**src/rtl/cdb_arbiter.sv**
```systemverilog
`default_nettype none
// ============================================================================
// Module      : cdb_arbiter
// Description : Round-robin arbiter for add/mul/load results onto a registered
//               common data bus.
// Revision    : 1.0 - initial release
// ============================================================================
module cdb_arbiter #(
  parameter int TAG_W  = 4,
  parameter int DATA_W = 32
) (
  input  logic              clk,
  input  logic              rst,
  input  logic              flush,
  input  logic              add_req,
  input  logic              mul_req,
  input  logic              load_req,
  input  logic [TAG_W-1:0]  add_tag,
  input  logic [TAG_W-1:0]  mul_tag,
  input  logic [TAG_W-1:0]  load_tag,
  input  logic [DATA_W-1:0] add_value,
  input  logic [DATA_W-1:0] mul_value,
  input  logic [DATA_W-1:0] load_value,
  output logic              add_grant,
  output logic              mul_grant,
  output logic              load_grant,
  output logic              cdb_valid,
  output logic [TAG_W-1:0]  cdb_tag,
  output logic [DATA_W-1:0] cdb_value,
  output logic [1:0]        cdb_src
);

  localparam logic [1:0] c_SRC_ADD  = 2'd0;
  localparam logic [1:0] c_SRC_MUL  = 2'd1;
  localparam logic [1:0] c_SRC_LOAD = 2'd2;

  logic [1:0]        r_ptr;
  logic [2:0]        w_req;
  logic [2:0]        w_grant;
  logic              w_found;
  logic [1:0]        w_idx;
  logic [1:0]        w_ptr_next;
  logic [TAG_W-1:0]  w_tag;
  logic [DATA_W-1:0] w_value;

  // Modulo-3 add; both operands are always in 0..2 so one correction suffices.
  function automatic logic [1:0] wrap3(input logic [1:0] a, input logic [1:0] b);
    logic [2:0] s;
    s = {1'b0, a} + {1'b0, b};
    if (s >= 3'd3) s = s - 3'd3;
    return s[1:0];
  endfunction

  always_comb begin
    w_req   = {load_req, mul_req, add_req} & {3{~(rst | flush)}};
    w_found = 1'b0;
    w_idx   = c_SRC_ADD;
    for (int k = 0; k < 3; k++) begin
      if (!w_found && w_req[wrap3(r_ptr, k[1:0])]) begin
        w_found = 1'b1;
        w_idx   = wrap3(r_ptr, k[1:0]);
      end
    end
    w_grant    = w_found ? (3'b001 << w_idx) : 3'b000;
    w_ptr_next = wrap3(w_idx, 2'd1);
  end

  always_comb begin
    w_tag   = add_tag;
    w_value = add_value;
    case (w_idx)
      c_SRC_MUL: begin
        w_tag   = mul_tag;
        w_value = mul_value;
      end
      c_SRC_LOAD: begin
        w_tag   = load_tag;
        w_value = load_value;
      end
      default: begin
        w_tag   = add_tag;
        w_value = add_value;
      end
    endcase
  end

  assign add_grant  = w_grant[0];
  assign mul_grant  = w_grant[1];
  assign load_grant = w_grant[2];

  // Payload registers hold their last value when nothing is granted.
  always_ff @(posedge clk) begin
    if (rst) begin
      r_ptr     <= c_SRC_ADD;
      cdb_valid <= 1'b0;
      cdb_tag   <= '0;
      cdb_value <= '0;
      cdb_src   <= c_SRC_ADD;
    end else begin
      cdb_valid <= w_found;
      if (w_found) begin
        r_ptr     <= w_ptr_next;
        cdb_tag   <= w_tag;
        cdb_value <= w_value;
        cdb_src   <= w_idx;
      end
    end
  end

endmodule
`default_nettype wire

```
**config.mk**
```make
export PLATFORM = sky130hd
export DESIGN_NAME = cdb_arbiter
export DESIGN_NICKNAME = d
export VERILOG_FILES = /design/src/rtl/cdb_arbiter.sv
export SDC_FILE = /design/constraint.sdc
export NUM_CORES = 1
export LEC_CHECK = 0
export CORE_ASPECT_RATIO = 1.1
export CORE_MARGIN = 5
export CORE_UTILIZATION = 39
export CTS_BUF_LIST = sky130_fd_sc_hd__clkbuf_16
export DETAILED_ROUTE_END_ITERATION = 12
export PLACE_DENSITY_LB_ADDON = 0.25
export SLEW_MARGIN = 20
export SYNTH_ARGS = -nofsm -noshare
export SYNTH_HDL_FRONTEND = slang
export SYNTH_SLANG_ARGS = --single-unit
```
**constraint.sdc**
```tcl
create_clock -name clk -period 7.3 [get_ports clk]
set_input_delay 2.19 -clock clk [delete_from_list [all_inputs] [get_ports clk]]
set_output_delay 2.19 -clock clk [all_outputs]
set_load 0.02 [all_outputs]
```
==> results of run 1 <==
-- worst max-delay path, delay by kind of cell --
kind	cells	cell delay [ns]
muxes	1	0.18
adders and majority gates	1	0.18
AOI/OAI and AO/OA	1	0.20
and+or+nand+nor	3	0.56
buffers and inverters	3	1.30
-- final cells by class --
type                       instances  area (µm²)  share of cell area, %
timing repair buffer             161        1597                  38.76
multi-input combinational        227        1409                  34.20
sequential                        41       820.8                  19.93
clock buffer                       5       125.1                  3.038
tap                               77       96.34                  2.339
clock inverter                     3       41.29                  1.002
inverter                           8       30.03                 0.7290
-- path summary, 6_finish.rpt --
kind | startpoint | slack (ns) | to
worst max-delay path | mul_req | 0.49 | mul_grant
worst min-delay path | cdb_value[15]$_SDFFE_PP0P_ | 0.45 | cdb_value[15]$_SDFFE_PP0P_
worst max register to register | r_ptr[0]$_SDFFE_PP0P_ | 3.59 | cdb_value[26]$_SDFFE_PP0P_
worst min register to register | cdb_value[15]$_SDFFE_PP0P_ | 0.45 | cdb_value[15]$_SDFFE_PP0P_
-- routing by layer --
metal | wire length [µm] | up-vias
li1 | - | 1378
met1 | 2913 | 1253
met2 | 3966 | 121
met3 | 783 | 15
met4 | 167 | 0
met5 | 0 | -
-- cell usage after synthesis (2+ instances only) --
master    count
nor2_1       43
dfxtp_1      41
a21oi_1      40
nand2_1      40
a211o_1      36
a22oi_1      36
clkbuf_1     20
inv_1         8
ha_1          7
buf_4         4
mux2i_1       4
and2_1        3
buf_2         3
o21ai_0       3
a41oi_1       2
buf_1         2
o211a_1       2
-- logic make-up after synthesis --
family	count (synthesis)
AO/OA/AOI/OAI	126
AND/OR/NAND/NOR	90
flip-flops	41
buffers and inverters	37
adder cells (fa/ha/maj)	7
multiplexers	4
-- power by group --
group	internal, mW	switching, mW
clock	0.160	0.0884
sequential	0.244	0.00995
combinational	0.128	0.109
-- stage by stage --
stage          util, %  instance area (µm²)  worst slack (ns)  cells  hold slack, ns
4_1_cts          70.51                 4119            0.4908    522          0.4545
6_report         70.51                 4119            0.4885    522          0.4521
3_5_place_dp     67.66                 3953            0.4922    514          0.4453
2_1_floorplan        -                 2385            0.9048    305          0.4536
5_1_grt          70.51                 4119            0.3532    522          0.4666
3_3_place_gp     67.66                 3953            0.5828    514          0.4410
-- flip-flops by register name (all words and copies together), names as in the netlist --
register   count
cdb_tag        4
cdb_valid      1
cdb_value     32
r_ptr          2
cdb_src        2
==> summary.txt, run 1 <==
Run status
  • Outcome: finished, final reports clean

STA
  • Final Critical Period: 6.812 ns
  • Setup-failing EPs final: 0
  • Worst Max-Slew Pin Slew: 0.7732 ns
  • Fin crit share: 93.31%
  • Final Hold Viols: 0
  • Worst relative slew slack: 48.45%
  • Pins over their slew limit: 0
  • Fmax: 0.1468 GHz
  • Unrepaired setup endpoints after global routing: no
  • Clock Skew: 0.004116 ns
  • Fin Setup TNS: 0 ns

Global routing
  • Met3 usage: 6.989%
  • GR Util All Layers: 18.76%
  • GRT Residual Overflow: 0
  • Vias in the first global route: 2,471
  • Busiest grt layer: met2
  • Initial antenna violation count: 0
  • Pin count of the biggest net entering global routing: 77
  • Met1 usage: 22.02%
  • Met2 Use GR: 32.11%
  • First-pass GRT wire length: 11.99 mm

Place
  • Final HPWL DP: 5.835 mm
  • Port Buffers: 155
  • Final Wtd Congestion: 0.7648

Synth
  • XOR/XNOR Fraction of Synth Area: 0%
  • Synth Register Bits: 41
  • Synth top area share: 34.42%
  • Post-synthesis adder-cell area fraction: 3.673%
  • Area leader, netlist: dfxtp_1
  • Dominant synthesized flop cell: dfxtp_1
  • Ys async rst share: 0%
  • Avg Inst Size Synth: 7.819 µm²
  • Top post-synthesis cells by area: dfxtp_1, a211o_1, a22oi_1, a21oi_1, nor2_1
  • Sequential area share after synthesis: 34.42%
  • Number of flops mapped to enable cells by yosys: 0
  • Count of different cell masters after synthesis: 28
  • Cells after Synth: 305
  • Synth Area in Compound Gates: 38.61%
  • Simple-Gate Fraction of Synth Area: 15.01%
  • Syn. warnings: 0
  • Mux share of post-synthesis cell area: 1.679%
  • Synth Cell Area: 2385 µm²
  • Syn_nets: 426
  • Largest family of logic cells by synthesized area: compound AO/OA/AOI/OAI gates

Floorplanning
  • DIE WIDTH: 84.56 µm
  • FP Rows: 29
  • Core box area: 5842 µm²
  • I/O pins: 156
  • Die area: 7781 µm²
  • Starting Density: 40.82%
  • Die Ht: 92.02 µm

Detailed routing
  • Via count: 2,767
  • Vias/cell: 5.301
  • Drt wl/cell: 15.00 µm
  • First DRT Iteration DRCs: 158
  • Drt drc: 0
  • Routed WL: 7.830 mm
  • First-pass DRT Iterations: 4
  • Post-DRT Antenna Nets: 0

Final layout
  • Most common cell after layout, fill and taps aside: clkdlybuf4s50_1
  • Antenna cell count: 0
  • Area Overhead vs Synth: 72.72%
  • Fill cells: 485
  • Share of cells above drive strength 1: 3.820%
  • Nets: 565
  • Commonest cells after routing, fill and taps aside: clkdlybuf4s50_1, nor2_1, dfxtp_1, nand2_1, a21oi_1

Min path
  • Hold depth: 2
  • HP Class: flip-flop to flip-flop

Worst setup path
  • Crit path DAT: 4.62 ns
  • CP endpoint kind: primary output
  • Reg2reg path depth: 11
  • Crit-path slowest cell: clkdlybuf4s50_1
  • Critical-path cell list: clkdlybuf4s50_1, mux2i_1, nor2_1, nor3_1, buf_4, a41o_1, ha_1, and2_1, clkdlybuf4s50_1
  • Crit path top cell by count: clkdlybuf4s50_1
  • Setup crit start kind: primary input
  • Crit-path max FO: 5
  • Worst Path Required: 5.11 ns
  • Crit path kind: primary input to primary output
  • Worst path max stage delay: 0.60 ns

Clocking
  • Clock sinks: 41
  • CTS buffer count: 5
  • Hold_buf cts: 0
  • CTS clk-pin slew, worst paths: 0.06 ns
  • CTS root buf: clkbuf_16
  • Post-CTS Resized: 0
  • CTS H-tree depth: 2
  • Clk buf depth: 2
  • TritonCTS clock tree: done
  • Post-CTS Setup Inserts: 0
  • Clk Latency, worst-skew pair: 0.28 ns

Flow run
  • Number of max-cap violations: 0

Power and ir drop
  • Worst vdd ir: 161.3 µV
  • Leak: 1.560 nW
  • Power Total: 0.7398 mW
  • Pwr/cell area: 179.6 nW/µm²
Power figures use the tool's default switching activity.
==> inputs of run 2 (changes only) <==
--- a/config.mk
+++ b/config.mk
@@ -9,6 +9,7 @@
 export CORE_MARGIN = 5
 export CORE_UTILIZATION = 39
 export CTS_BUF_LIST = sky130_fd_sc_hd__clkbuf_16
+export CTS_CLUSTER_DIAMETER = 100
 export DETAILED_ROUTE_END_ITERATION = 12
 export PLACE_DENSITY_LB_ADDON = 0.25
 export SLEW_MARGIN = 20
==> results of run 2 <==
Final layout, timing and power as in run 1 (identical DEF).
==> inputs of run 3 (changes only) <==
--- a/config.mk
+++ b/config.mk
@@ -11,6 +11,7 @@
 export CTS_BUF_LIST = sky130_fd_sc_hd__clkbuf_16
 export CTS_CLUSTER_DIAMETER = 100
 export DETAILED_ROUTE_END_ITERATION = 12
+export GPL_TIMING_DRIVEN = 0
 export PLACE_DENSITY_LB_ADDON = 0.25
 export SLEW_MARGIN = 20
 export SYNTH_ARGS = -nofsm -noshare
==> run 3 against run 2 <==
Effect of this change:
- hold slack lost 0.00055 ns
- routed wire length increased by 16%
- flip-flop and latch count unchanged
- register-to-register slack improved by 0.07 ns
- critical path depth stayed put
- combinational power up 6%
- clock power decreased by 15%
- first-iteration DRC count decreased by 49%
- critical path type unchanged
==> summary.txt, run 3 (same netlist as run 1, synthesis figures left out) <==
Global routing
  • Pin count of the biggest net entering global routing: 13 (was 77)
  • GRT Residual Overflow: 0 (unchanged)
  • Vias in the first global route: 2,949 (was 2,471)
  • First-pass GRT wire length: 13.94 mm (was 11.99 mm)
  • Initial antenna violation count: 0 (unchanged)
  • GR Util All Layers: 21.97% (was 18.76%)

Run status
  • Outcome: finished, final reports clean (unchanged)

STA
  • Fin crit share: 98.54% (was 93.31%)
  • Final Hold Viols: 0 (unchanged)
  • Setup-failing EPs final: 0 (unchanged)
  • Worst relative slew slack: 65.08% (was 48.45%)
  • Pins over their slew limit: 0 (unchanged)
  • Fin Setup TNS: 0 ns (unchanged)
  • PnR worst setup slack: 0.1067 ns (was 0.4885 ns)
  • Clock Skew: 0.003775 ns (was 0.004116 ns)
  • Fmax: 0.1390 GHz (was 0.1468 GHz)
  • Worst Max-Slew Pin Slew: 0.5237 ns (was 0.7732 ns)
  • Final Critical Period: 7.193 ns (was 6.812 ns)

Final layout
  • Commonest cells after routing, fill and taps aside: clkdlybuf4s50_1, nor2_1, dfxtp_1, nand2_1, a21oi_1 (unchanged)
  • Biggest regs: cdb_value x32, cdb_tag x4 (unchanged)
  • Most common cell after layout, fill and taps aside: clkdlybuf4s50_1 (unchanged)
  • Area Overhead vs Synth: 75.81% (was 72.72%)
  • Antenna cell count: 0 (unchanged)
  • Fill cells: 508 (was 485)
  • Nets: 585 (was 565)
  • Share of cells above drive strength 1: 4.526% (was 3.820%)
  • Number of flip-flops in the largest register: 32 (unchanged)
  • Largest reg by FF count: cdb_value (unchanged)

Clocking
  • Clk Latency, worst-skew pair: 0.28 ns (about the same)
  • Post-CTS Setup Inserts: 0 (unchanged)
  • CTS H-tree depth: 2 (unchanged)
  • CTS buffer count: 5 (unchanged)
  • Clock sinks: 41 (unchanged)
  • Clk buf depth: 2 (unchanged)
  • CTS clk-pin slew, worst paths: 0.06 ns (about the same)
  • TritonCTS clock tree: done (unchanged)
  • CTS root buf: clkbuf_16 (unchanged)

Worst setup path
  • FF-to-FF Start: r_ptr[0]$_SDFFE_PP0P_ (unchanged)
  • Critical-path cell list: clkdlybuf4s50_1, a21boi_0, o21a_1, nor3_4, a41oi_2, ha_4, clkbuf_2, and2_1, clkdlybuf4s50_1 (was clkdlybuf4s50_1, mux2i_1, nor2_1, nor3_1, buf_4, a41o_1, ha_1, and2_1, clkdlybuf4s50_1)
  • Crit path top cell by count: clkdlybuf4s50_1 (unchanged)
  • Top delay family on crit path: buffers and inverters (unchanged)
  • Crit-path max FO: 10 (was 5)
  • Crit-path slowest cell: clkdlybuf4s50_1 (unchanged)
  • Worst Path Required: 5.11 ns (about the same)
  • Setup crit start kind: primary input (unchanged)
  • Crit path buffers/inverters: 3 (unchanged)
  • Worst path max stage delay: 0.59 ns (was 0.60 ns)
  • CP endpoint kind: primary output (unchanged)
  • Crit path kind: primary input to primary output (unchanged)
  • Critical path launch point: load_req (was mul_req)
  • Crit path DAT: 5.00 ns (was 4.62 ns)

Min path
  • HP Class: flip-flop to flip-flop (unchanged)
  • Worst hold start: cdb_value[29]$_SDFFE_PP0P_ (was cdb_value[15]$_SDFFE_PP0P_)

Detailed routing
  • Vias/cell: 5.423 (was 5.301)
  • Via count: 2,934 (was 2,767)
  • Post-DRT Antenna Nets: 0 (unchanged)
  • First-pass DRT Iterations: 4 (unchanged)
  • Drt wl/cell: 16.79 µm (was 15.00 µm)
  • Metal2 WL: 4.611 mm (was 3.966 mm)
  • Top sig layer: met4 (unchanged)
  • Drt drc: 0 (unchanged)
  • M1 wire length: 3.514 mm (was 2.913 mm)
  • Routed WL: 9.084 mm (was 7.830 mm)
  • Met3 WL: 785 µm (was 783 µm)
  • First DRT Iteration DRCs: 80 (was 158)

Place
  • Port Buffers: 155 (unchanged)
  • Final Wtd Congestion: 0.8410 (was 0.7648)
  • Final HPWL DP: 6.805 mm (was 5.835 mm)
  • Place WS: -0.6656 ns (was 0.4922 ns)

Power and ir drop
  • Worst vdd ir: 117.3 µV (was 161.3 µV)
  • Leak: 1.573 nW (was 1.560 nW)
  • Pwr/cell area: 171.2 nW/µm² (was 179.6 nW/µm²)

Flow run
  • Number of max-cap violations: 0 (unchanged)

Floorplanning
  • Die area: 7781 µm² (unchanged)
  • I/O pins: 156 (unchanged)
  • Starting Density: 40.82% (unchanged)
  • DIE WIDTH: 84.56 µm (unchanged)
  • FP Rows: 29 (unchanged)
  • Die Ht: 92.02 µm (unchanged)
  • Core box area: 5842 µm² (unchanged)
## run 3: layout make-up
class                   count  area (µm²)  share of cell area [%]
plain buffers              26       117.6                   2.805
clock buffers               5       125.1                   2.984
clock inverters             2       11.26                  0.2686
inverters                   8       30.03                  0.7162
multi-input cells         227        1440                   34.35
flip-flops and latches     41       820.8                   19.58
well taps                  77       96.34                   2.298
repair buffers            155        1551                   37.00
## run 3: worst paths after layout
path                           endpoint  slack, ns  cells past startpoint
min          cdb_value[29]$_SDFFE_PP0P_       0.45                      2
max reg2reg  cdb_value[23]$_SDFFE_PP0P_       3.66                     13
max                           mul_grant       0.11                      9
min reg2reg  cdb_value[29]$_SDFFE_PP0P_       0.45                      2
## run 3: per-stage QoR
step | util (%) | cells | instance area (µm²) | power [mW] | hold slack [ns]
finish | 71.77 | 541 | 4193 | 0.7176 | 0.4515
detailed placement | 69.03 | 537 | 4033 | 0.5065 | 0.4459
floorplan | - | 305 | 2385 | 0.3773 | 0.4536
global route | 71.77 | 541 | 4193 | 0.7515 | 0.4659
CTS | 71.45 | 542 | 4174 | 0.7185 | 0.4537
global placement | 69.03 | 537 | 4033 | 0.5015 | 0.4416
## run 3: power breakdown
group,total (mW),switching (mW),internal (mW)
Combinational,0.251,0.119,0.132
Clock,0.212,0.0884,0.124
Sequential,0.254,0.0101,0.244
## run 3: worst min-delay path, stage by stage (launching register included)
cell and delay (ns):
dfxtp_1 0.30, nand2_1 0.05, a21oi_1 0.05
## run 3: per-layer routing
metal	up-vias	GRT usage, %
li1	1420	-
met1	1379	23.88
met2	121	39.62
met3	14	7.796
met4	0	6.992
met5	-	0
## run 3: repair_timing
item | in CTS | in global routing
endpoints found under the setup margin | 2 | 2
resized for setup | 5 | 3
hold buffers | 0 | 0
